<file path="config.mk">
export PLATFORM = sky130hd
export DESIGN_NAME = signal_level_meter
export DESIGN_NICKNAME = d
export VERILOG_FILES = /design/src/rtl/signal_level_meter.sv
export SDC_FILE = /design/constraint.sdc
export NUM_CORES = 1
export LEC_CHECK = 0
export ABC_CLOCK_PERIOD_IN_PS = 13300
export CAP_MARGIN = 0
export CORE_ASPECT_RATIO = 0.6
export CORE_UTILIZATION = 65
export CTS_BUF_LIST = sky130_fd_sc_hd__clkbuf_4
export DETAILED_ROUTE_END_ITERATION = 6
export PLACE_DENSITY = 0.95
export SLEW_MARGIN = 15
export SYNTH_ARGS = -nofsm -noshare
export SYNTH_HDL_FRONTEND = slang
export SYNTH_SLANG_ARGS = --single-unit
</file>
<file path="constraint.sdc">
create_clock -name clk -period 13.3 [get_ports clk]
set_clock_uncertainty 0.05 [all_clocks]
set_input_delay 1.995 -clock clk [delete_from_list [all_inputs] [get_ports clk]]
set_output_delay 1.995 -clock clk [all_outputs]
set_load 0.005 [all_outputs]
</file>
<file path="src/rtl/signal_level_meter.sv">
// Multi-channel audio level meter: per-frame peak to a log-scaled
// thermometer bar with one-step decay, plus a held clip flag.
module signal_level_meter #(
  parameter int WIDTH       = 24,
  parameter int CHANNELS    = 2,
  parameter int LEVELS      = 10,
  parameter int HOLD_FRAMES = 30
) (
  input  logic                         clk,
  input  logic                         reset,
  input  logic [CHANNELS*WIDTH-1:0]    sample_data,
  input  logic                         sample_valid,
  input  logic                         frame_tick,
  output logic [CHANNELS*LEVELS-1:0]   level_bar,
  output logic [CHANNELS-1:0]          clip,
  output logic                         frame_done
);

  localparam int MW  = WIDTH - 1;
  localparam int LW  = $clog2(LEVELS + 1);
  localparam int OFS = WIDTH - 1 - LEVELS;

  localparam logic [WIDTH-1:0] MAX_POS = {1'b0, {MW{1'b1}}};
  localparam logic [WIDTH-1:0] MIN_NEG = {1'b1, {MW{1'b0}}};
  localparam logic [7:0]       HOLD    = 8'(HOLD_FRAMES);

  // Each 6 dB step is one bit of magnitude; the top LEVELS bits drive the bar.
  function automatic logic [LW-1:0] lvl_of(input logic [MW-1:0] p);
    int bl;
    int v;
    bl = 0;
    for (int i = 0; i < MW; i++)
      if (p[i]) bl = i + 1;
    v = bl - OFS;
    if (v < 0) v = 0;
    if (v > LEVELS) v = LEVELS;
    return LW'(v);
  endfunction

  function automatic logic [LEVELS-1:0] therm(input logic [LW-1:0] d);
    logic [LEVELS-1:0] t;
    for (int i = 0; i < LEVELS; i++)
      t[i] = (i < int'(d));
    return t;
  endfunction

  always_ff @(posedge clk) begin
    if (reset) frame_done <= 1'b0;
    else       frame_done <= frame_tick;
  end

  for (genvar c = 0; c < CHANNELS; c++) begin : g_ch
    logic [WIDTH-1:0]  s;
    logic [WIDTH-1:0]  neg;
    logic [MW-1:0]     mag;
    logic              clip_ev;
    logic [MW-1:0]     acc_q;
    logic              seen_q;
    logic [MW-1:0]     peak;
    logic              fclip;
    logic [LW-1:0]     new_lvl;
    logic [LW-1:0]     disp_q;
    logic [LW-1:0]     disp_d;
    logic [7:0]        cnt_q;
    logic [7:0]        cnt_d;
    logic [LEVELS-1:0] bar_q;
    logic              clip_q;

    assign s   = sample_data[c*WIDTH +: WIDTH];
    assign neg = -s;

    always_comb begin
      mag = s[MW-1:0];
      if (s == MIN_NEG)      mag = {MW{1'b1}};
      else if (s[WIDTH-1])   mag = neg[MW-1:0];
    end

    assign clip_ev = (s == MAX_POS) || (s == MIN_NEG);

    // A sample landing on the tick still belongs to the closing frame.
    assign peak  = (sample_valid && mag > acc_q) ? mag : acc_q;
    assign fclip = seen_q | (sample_valid & clip_ev);

    assign new_lvl = lvl_of(peak);

    always_comb begin
      disp_d = disp_q;
      if (new_lvl >= disp_q) disp_d = new_lvl;
      else if (disp_q != '0) disp_d = disp_q - 1'b1;
      cnt_d = cnt_q;
      if (fclip)             cnt_d = HOLD;
      else if (cnt_q != '0)  cnt_d = cnt_q - 8'd1;
    end

    always_ff @(posedge clk) begin
      if (reset) begin
        acc_q  <= '0;
        seen_q <= 1'b0;
        disp_q <= '0;
        cnt_q  <= '0;
        bar_q  <= '0;
        clip_q <= 1'b0;
      end else if (frame_tick) begin
        acc_q  <= '0;
        seen_q <= 1'b0;
        disp_q <= disp_d;
        cnt_q  <= cnt_d;
        bar_q  <= therm(disp_d);
        clip_q <= (cnt_d != '0);
      end else if (sample_valid) begin
        acc_q  <= peak;
        seen_q <= fclip;
      end
    end

    assign level_bar[c*LEVELS +: LEVELS] = bar_q;
    assign clip[c]                       = clip_q;
  end

endmodule

</file>
==> out/qor.yml, run 1 <==
status: "complete, but fails checks"
violations: "design-rule violations"
grt_pass1_vias: 8045
critical-path-top-delay-family: "simple AND/OR/NAND/NOR gates"
fp-row-count: 31
pwr_density_cell_nw_per_um2: 141
cts_made_buffers: 9
min_period_ns: 11.39
fp.coreArea_um2: 12300
setup_viol_count_final: 0
grt_overflow_total: 0
grt_pass1_wl_um: 40600
synth-main-ff-cell: "dfxtp_1"
clk_latency_ns: 0.48
hold_violations: 0
dieArea_um2: 13500
r2r-end: "g_ch[1].bar_q[5]"
max_freq_ghz: 0.0878
path_buf_inv: 4
p_leak_nw: 3.57
drc: 2
dieHeight_um: 90.3
grt_usage_pct: 37.3
drive_gt1_share_pct: 4.35
cts_buffer_depth: 2
cts.sinks: 93
dpl_cell_area_um2: 9190
worstMarginPinSlew_ns: 1.03
first_iter_violations: 1287
nFillCells: 952
synth_edf_count: 0
async_reset_ff_share_pct: 0
reg2reg_slack_ns: 5.85
area_delta_synth_final_pct: 10.6
path_common_cell: "ha_1"
first_pass_iters: 7
critical_path_class: "primary input to register"
slew_violations: 0
period_share_pct: 85.7
critPathCaptureType: "register"
io_pins: 75
htree_levels: 3
cts_root_buffer: "clkbuf_4"
start_util_pct: 68.4
synth_cells: 1178
min_from: "g_ch[0].bar_q[3]"
ctsResizeCount: 0
critical_path_peak_fanout: 18
ys_seq_area_share_pct: 22.1
syn_nets: 1297
required_ns: 13.64
slew_headroom_pct: 30.1
grt_max_degree: 48
rsz0062_at_grt: "false"
ys_ff_latch: 93
hold_class: "register to register"
cts_setup_buffers: 0
netlist_area_um2: 8440
dp_hpwl_um: 19200
place_congestion: 0.995
die_w_um: 149
syn_area_per_cell_um2: 7.16
cts_hold_buf: 0
vias: 9365
cts_tree: "done"
wl_per_cell_um: 18.1
portBuffers: 74
clk_pin_slew_worst_paths_ns: 0.18
crit_slowest_cell: "or4_1"
fin_area_um2: 9340
holdWs_ns: 0.406
arrival_ns: 11.73
grt_antenna_before_repair: 0
cap_viol_max_count: 0
reg2reg_depth: 29
r2r_start: "g_ch[1].acc_q[21]"
crit_cells: 35
n_antenna_cell: 0
routed_via_density: 6.77
ant_nets: 0
slowest_delay_ns: 0.70
wirelength_um: 25100
ys.warnings.count: 0
ys_types: 82
vdd.ir_drop.worst_mv: 0.0697
start_kind: "primary input"
setup-tns-final_ns: 0
whs_path_depth: 2
fin_nets: 1333
holdPathEnd: "g_ch[0].bar_q[3]"
-- flip-flops by register name (all words and copies together) (netlist names) --
name and count:
g_ch.acc_q 46, g_ch.bar_q 20, g_ch.cnt_q 16, g_ch.disp_q 6, g_ch.clip_q 2, g_ch.seen_q 2
frame_done 1
-- worst min-delay path: cells and delay by family, from the launching register on --
kind | cells | cell delay [ns]
flops | 1 | 0.35
simple gates | 2 | 0.09
-- kinds of logic after synthesis --
group,share of synthesized area (%)
and+or+nand+nor,27.8
AOI/OAI and AO/OA,28.0
buffers and inverters,6.78
DFF,22.1
adders and majority gates,9.93
xor gates and xnor gates,2.91
muxes,2.57
-- metrics by stage --
step / cells / setup slack, ns / power (mW) / util (%)
final: 1384 / 1.91 / 1.31 / 75.7
after floorplan: 1178 / 3.55 / 0.916 / -
after global routing: 1384 / 1.44 / 1.42 / 75.7
after CTS: 1384 / 2.17 / 1.29 / 75.7
after detailed placement: 1368 / 1.71 / 1.13 / 74.5
after global placement: 1368 / 2.08 / 1.10 / 74.5
-- per-layer routing --
metal  track usage (%)  routed length [um]  vias up
li1                  -                   -     4420
met1              58.7               11500     4217
met2              47.3                9170      678
met3              12.9                4070       50
met4              6.38                 344        0
met5                 0                   0        -
-- Yosys cell counts, types with 12 or more instances --
library cell  count  area (um^2)
mux2i_1          16          160
ha_1             67          838
a211oi_1         35          263
nor3_1           40          200
o31ai_1          27          203
nor2_1          136          510
a21oi_1          89          445
or4_1            12         90.1
nand4_1          23          144
nand3_1          31          155
xor2_1           17          149
a21o_1           16          120
dfxtp_1          93         1860
or3_1            19          119
o21ai_0          58          290
nand2_1         119          447
nor4_1           15         93.8
clkbuf_1         44          165
inv_1            83          312
nand2b_1         12         75.1
o211ai_1         17          128
-- worst max-delay path by stage --
| stage | to | slack (ns) | start |
|---|---|---|---|
| after floorplan | g_ch[1].bar_q[5] | 3.55 | sample_data[24] |
| after global placement | g_ch[1].bar_q[5] | 2.08 | sample_data[24] |
| after detailed placement | g_ch[1].bar_q[5] | 1.71 | sample_data[24] |
| after CTS | g_ch[1].bar_q[5] | 2.17 | sample_data[24] |
| after global routing | g_ch[1].bar_q[5] | 1.44 | sample_data[24] |
| final | g_ch[1].bar_q[5] | 1.91 | sample_data[24] |
-- power by group --
| part | switching, mW | internal [mW] | leakage, nW | total (mW) |
|---|---|---|---|---|
| Combinational | 0.451 | 0.314 | 2.73 | 0.765 |
| Clock | 0.116 | 0.0446 | 0.0748 | 0.160 |
| Sequential | 0.0529 | 0.336 | 0.762 | 0.389 |
-- area by class of cell --
cell class / instances / area (um^2) / area share [%]
Multi-Input combinational cell: 943 / 6000 / 64.3
Clock buffer: 9 / 67.6 / 0.724
Tap cell: 165 / 206 / 2.21
Clock inverter: 7 / 75.1 / 0.804
Sequential cell: 93 / 1860 / 19.9
Inverter: 85 / 319 / 3.42
Timing Repair Buffer: 82 / 801 / 8.58
-- cell usage in the layout, fill, tap and decap left out, types with 11 or more instances in the layout --
master,count
nor2_1,136
nand2_1,119
dfxtp_1,93
a21oi_1,89
inv_1,83
clkdlybuf4s50_1,74
ha_1,67
o21ai_0,57
nor3_1,40
a211oi_1,35
nand3_1,31
o31ai_1,27
nand4_1,23
or3_1,19
o211ai_1,17
xor2_1,17
mux2i_1,16
a21o_1,16
nor4_1,15
or4_1,12
nand2b_1,12
and3_1,11
and2_1,11
a31oi_1,11
xnor2_1,11
nor2b_1,11
Power figures use the tool's default switching activity.
==> run 2, diff against run 1 <==
--- a/config.mk
+++ b/config.mk
@@ -11,6 +11,7 @@
 export CORE_UTILIZATION = 65
 export CTS_BUF_LIST = sky130_fd_sc_hd__clkbuf_4
 export DETAILED_ROUTE_END_ITERATION = 6
+export HOLD_SLACK_MARGIN = 0.12
 export PLACE_DENSITY = 0.95
 export SLEW_MARGIN = 15
 export SYNTH_ARGS = -nofsm -noshare
==> results of run 2 <==
Same layout as run 1: the final DEF is identical, and so are final timing and power.
==> run 3, diff against run 2 <==
--- a/config.mk
+++ b/config.mk
@@ -6,13 +6,14 @@
 export NUM_CORES = 1
 export LEC_CHECK = 0
 export ABC_CLOCK_PERIOD_IN_PS = 13300
-export CAP_MARGIN = 0
+export CAP_MARGIN = 10
 export CORE_ASPECT_RATIO = 0.6
 export CORE_UTILIZATION = 65
 export CTS_BUF_LIST = sky130_fd_sc_hd__clkbuf_4
 export DETAILED_ROUTE_END_ITERATION = 6
 export HOLD_SLACK_MARGIN = 0.12
 export PLACE_DENSITY = 0.95
+export SKIP_LAST_GASP = 1
 export SLEW_MARGIN = 15
 export SYNTH_ARGS = -nofsm -noshare
 export SYNTH_HDL_FRONTEND = slang
==> results of run 3 <==
Same layout as run 1: the final DEF is identical, and so are final timing and power.
==> patch: new RTL, settings of run 2 <==
`CHANNELS`: 2 -> 4.
--- a/src/rtl/signal_level_meter.sv
+++ b/src/rtl/signal_level_meter.sv
@@ -4,3 +4,3 @@
   parameter int WIDTH       = 24,
-  parameter int CHANNELS    = 2,
+  parameter int CHANNELS    = 4,
   parameter int LEVELS      = 10,
Interface: changed (resized clip, level_bar and sample_data); port bits go from 75 to 145. No check against the original RTL was run, so the function may have changed too.
==> patch against run 2 <==
Via count grew 100%; largest cell class unchanged; final area rose by 100%; sequential cell count up 92; power up 110%; cell count is 100% higher; area after synthesis rose by 100%; worst setup slack improved by 210 ps; sequential share of layout area fell by 0.28 points; count of clock-buffer cells in the layout up 9; routed wire length grew 110%.
==> patch: results (changes against run 2) <==
| Metric | Value |
|---|---|
| Slew @ Worst Pin | `1120 ps (+82.4 ps)` |
| Count of non-filler cells in the finished layout | `2807 (+100%)` |
| Largest regs | `g_ch.acc_q (92), g_ch.bar_q (40), g_ch.cnt_q (32)` |
| H-tree Lvls | `4 (+1)` |
| Routed Antenna Nets | `0 (unchanged)` |
| Largest net degree at the start of global routing | `97 (+100%)` |
| Clk_lat worst skew | `680 ps (+200 ps)` |
| Area occupied by multi-input gates | `12200 um2 (+100%)` |
| Syn_nets | `2632 (+100%)` |
| Filler instances | `1950 (+100%)` |
| Vias in the first global route | `16900 (+110%)` |
| Async SR Flop Fraction | `0% (unchanged)` |
| Post-synthesis sequential area ratio | `21.7% (-0.35 points)` |
| Post CTS Setup Buffer Count | `0 (unchanged)` |
| Final net count | `2675 (+100%)` |
| Dpl cell area | `18500 um2 (+100%)` |
| IO Port Bufs | `144 (+95%)` |
| Synthesized area per cell | `7.11 um2 (-0.70%)` |
| Synth top cells by count | `nand2_1 (261), nor2_1 (245), a21oi_1 (208)` |
| Setup WS pre-CTS | `1780 ps (+66.9 ps)` |
| Leakage Power | `7.09 nW (+99%)` |
| GPL Wtd Cong | `1.00 (+0.98%)` |
| CP peak stage delay | `560 ps (-140 ps)` |
| CTS Buf Count | `17 (+8)` |
| Smallest setup slack after layout | `2120 ps (+213 ps)` |
| CP max FO | `33 (+15)` |
| First-pass GRT wire length | `83200 um (+100%)` |
| Largest cells by area after synthesis | `dfxtp_1 (22%), ha_1 (9.8%), a21oi_1 (6.1%)` |
| Largest register by flop count | `g_ch.acc_q` |
| CTS Root Cell | `clkbuf_4` |
| Starting DRT DRC Count | `3059 (+140%)` |
| Peak VDD IR | `0.000168 V (+140%)` |
| Status | `finished, final reports clean` |
| Yosys Warn Count | `0 (unchanged)` |
| Clk slew on worst S/H paths | `200 ps (+20 ps)` |
| Post-CTS Resized | `0 (unchanged)` |
| Worst Hold Depth | `2 (unchanged)` |
| Global-route usage over all layers | `37.3% (about the same)` |
| Layout cells sized above 1 | `4.77% (+0.42 points)` |
| Slowest-stage cell, CP | `a21oi_1` |
| Max Buffers Root-to-Sink | `2 (unchanged)` |
| Internal power component | `1.43 mW (+110%)` |
| Via count | `19200 (+100%)` |
| Worst reg2reg path depth | `30 (+3.4%)` |
| Type of the tightest min-delay check | `flip-flop to flip-flop` |
| Hold Fails Final Rpt | `0 (unchanged)` |
| Detailed Routing Iterations Pass 1 | `6 (-1)` |
| Initial antenna violation count | `1 (+1)` |
| Yosys cell types | `100 (+22%)` |
| Dpl hpwl | `38900 um (+100%)` |
| Total wire length | `51600 um (+110%)` |
[patch: cell types whose count changed in the layout (fill, tap and decap cells not counted), moves of 30 or more]
| cell | before | now |
|---|---|---|
| o21ai_0 | 57 | 107 |
| nand2_1 | 119 | 261 |
| nor3_1 | 40 | 93 |
| nor4_1 | 15 | 45 |
| clkdlybuf4s50_1 | 74 | 142 |
| dfxtp_1 | 93 | 185 |
| nor2_1 | 136 | 244 |
| nand3_1 | 31 | 67 |
| inv_1 | 83 | 168 |
| a21oi_1 | 89 | 208 |
| ha_1 | 67 | 134 |
[patch: cells by family after synthesis]
logic type                 count (synthesis)  share of synthesized area, %
AOI/OAI and AO/OA                        730                          29.3
xor gates and xnor gates                  44                          2.26
adders and majority gates                134                          9.83
buffers and inverters                    307                          7.05
DFF                                      185                          21.7
muxes                                     30                          1.81
and+or+nand+nor                          968                          28.0
[patch: final timing paths]
path	startpoint	slack, ps	endpoint
min	g_ch[3].bar_q[3]$_SDFFE_PP0P_	410	g_ch[3].bar_q[3]$_SDFFE_PP0P_
max	sample_data[48]	2120	g_ch[2].bar_q[4]$_SDFFE_PP0P_
max reg2reg	g_ch[2].acc_q[21]$_SDFFE_PP0P_	5620	g_ch[2].bar_q[4]$_SDFFE_PP0P_
min reg2reg	g_ch[3].bar_q[3]$_SDFFE_PP0P_	410	g_ch[3].bar_q[3]$_SDFFE_PP0P_
[patch: layer usage]
metal | part of all wire (%) | up-vias | global-route usage (%)
met2 | 40 | 1328 | 53.3
met3 | 14 | 85 | 9.00
met5 | 0 | - | 0
met4 | 1.3 | 0 | 8.10
met1 | 44 | 8787 | 55.8
li1 | - | 8973 | -
[patch: area by class of cell]
| cell class | instances | share of cell area [%] |
|---|---|---|
| Antenna cell | 1 | 0.0133 |
| Clock buffer | 18 | 0.717 |
| Clock inverter | 14 | 0.890 |
| Inverter | 170 | 3.39 |
| Multi-Input combinational cell | 1906 | 64.7 |
| Sequential cell | 185 | 19.7 |
| Tap cell | 352 | 2.34 |
| Timing Repair Buffer | 161 | 8.28 |
[patch: critical path: cells and delay by family]
kind                       cells  cell delay [ps]
AOI/OAI and AO/OA             17             4320
adders and majority gates      5             1600
and+or+nand+nor                9             2140
muxes                          1              310
buffers and inverters          6             1320
[patch: power groups by stage]
stage                     logic, mW  clock network (mW)  registers (mW)
after global routing           1.78               0.351           0.809
final                          1.62               0.326           0.793
after detailed placement       1.56                   0           0.799
after floorplan                1.14                   0           0.774
after global placement         1.48                   0           0.793
after CTS                      1.57               0.330           0.788
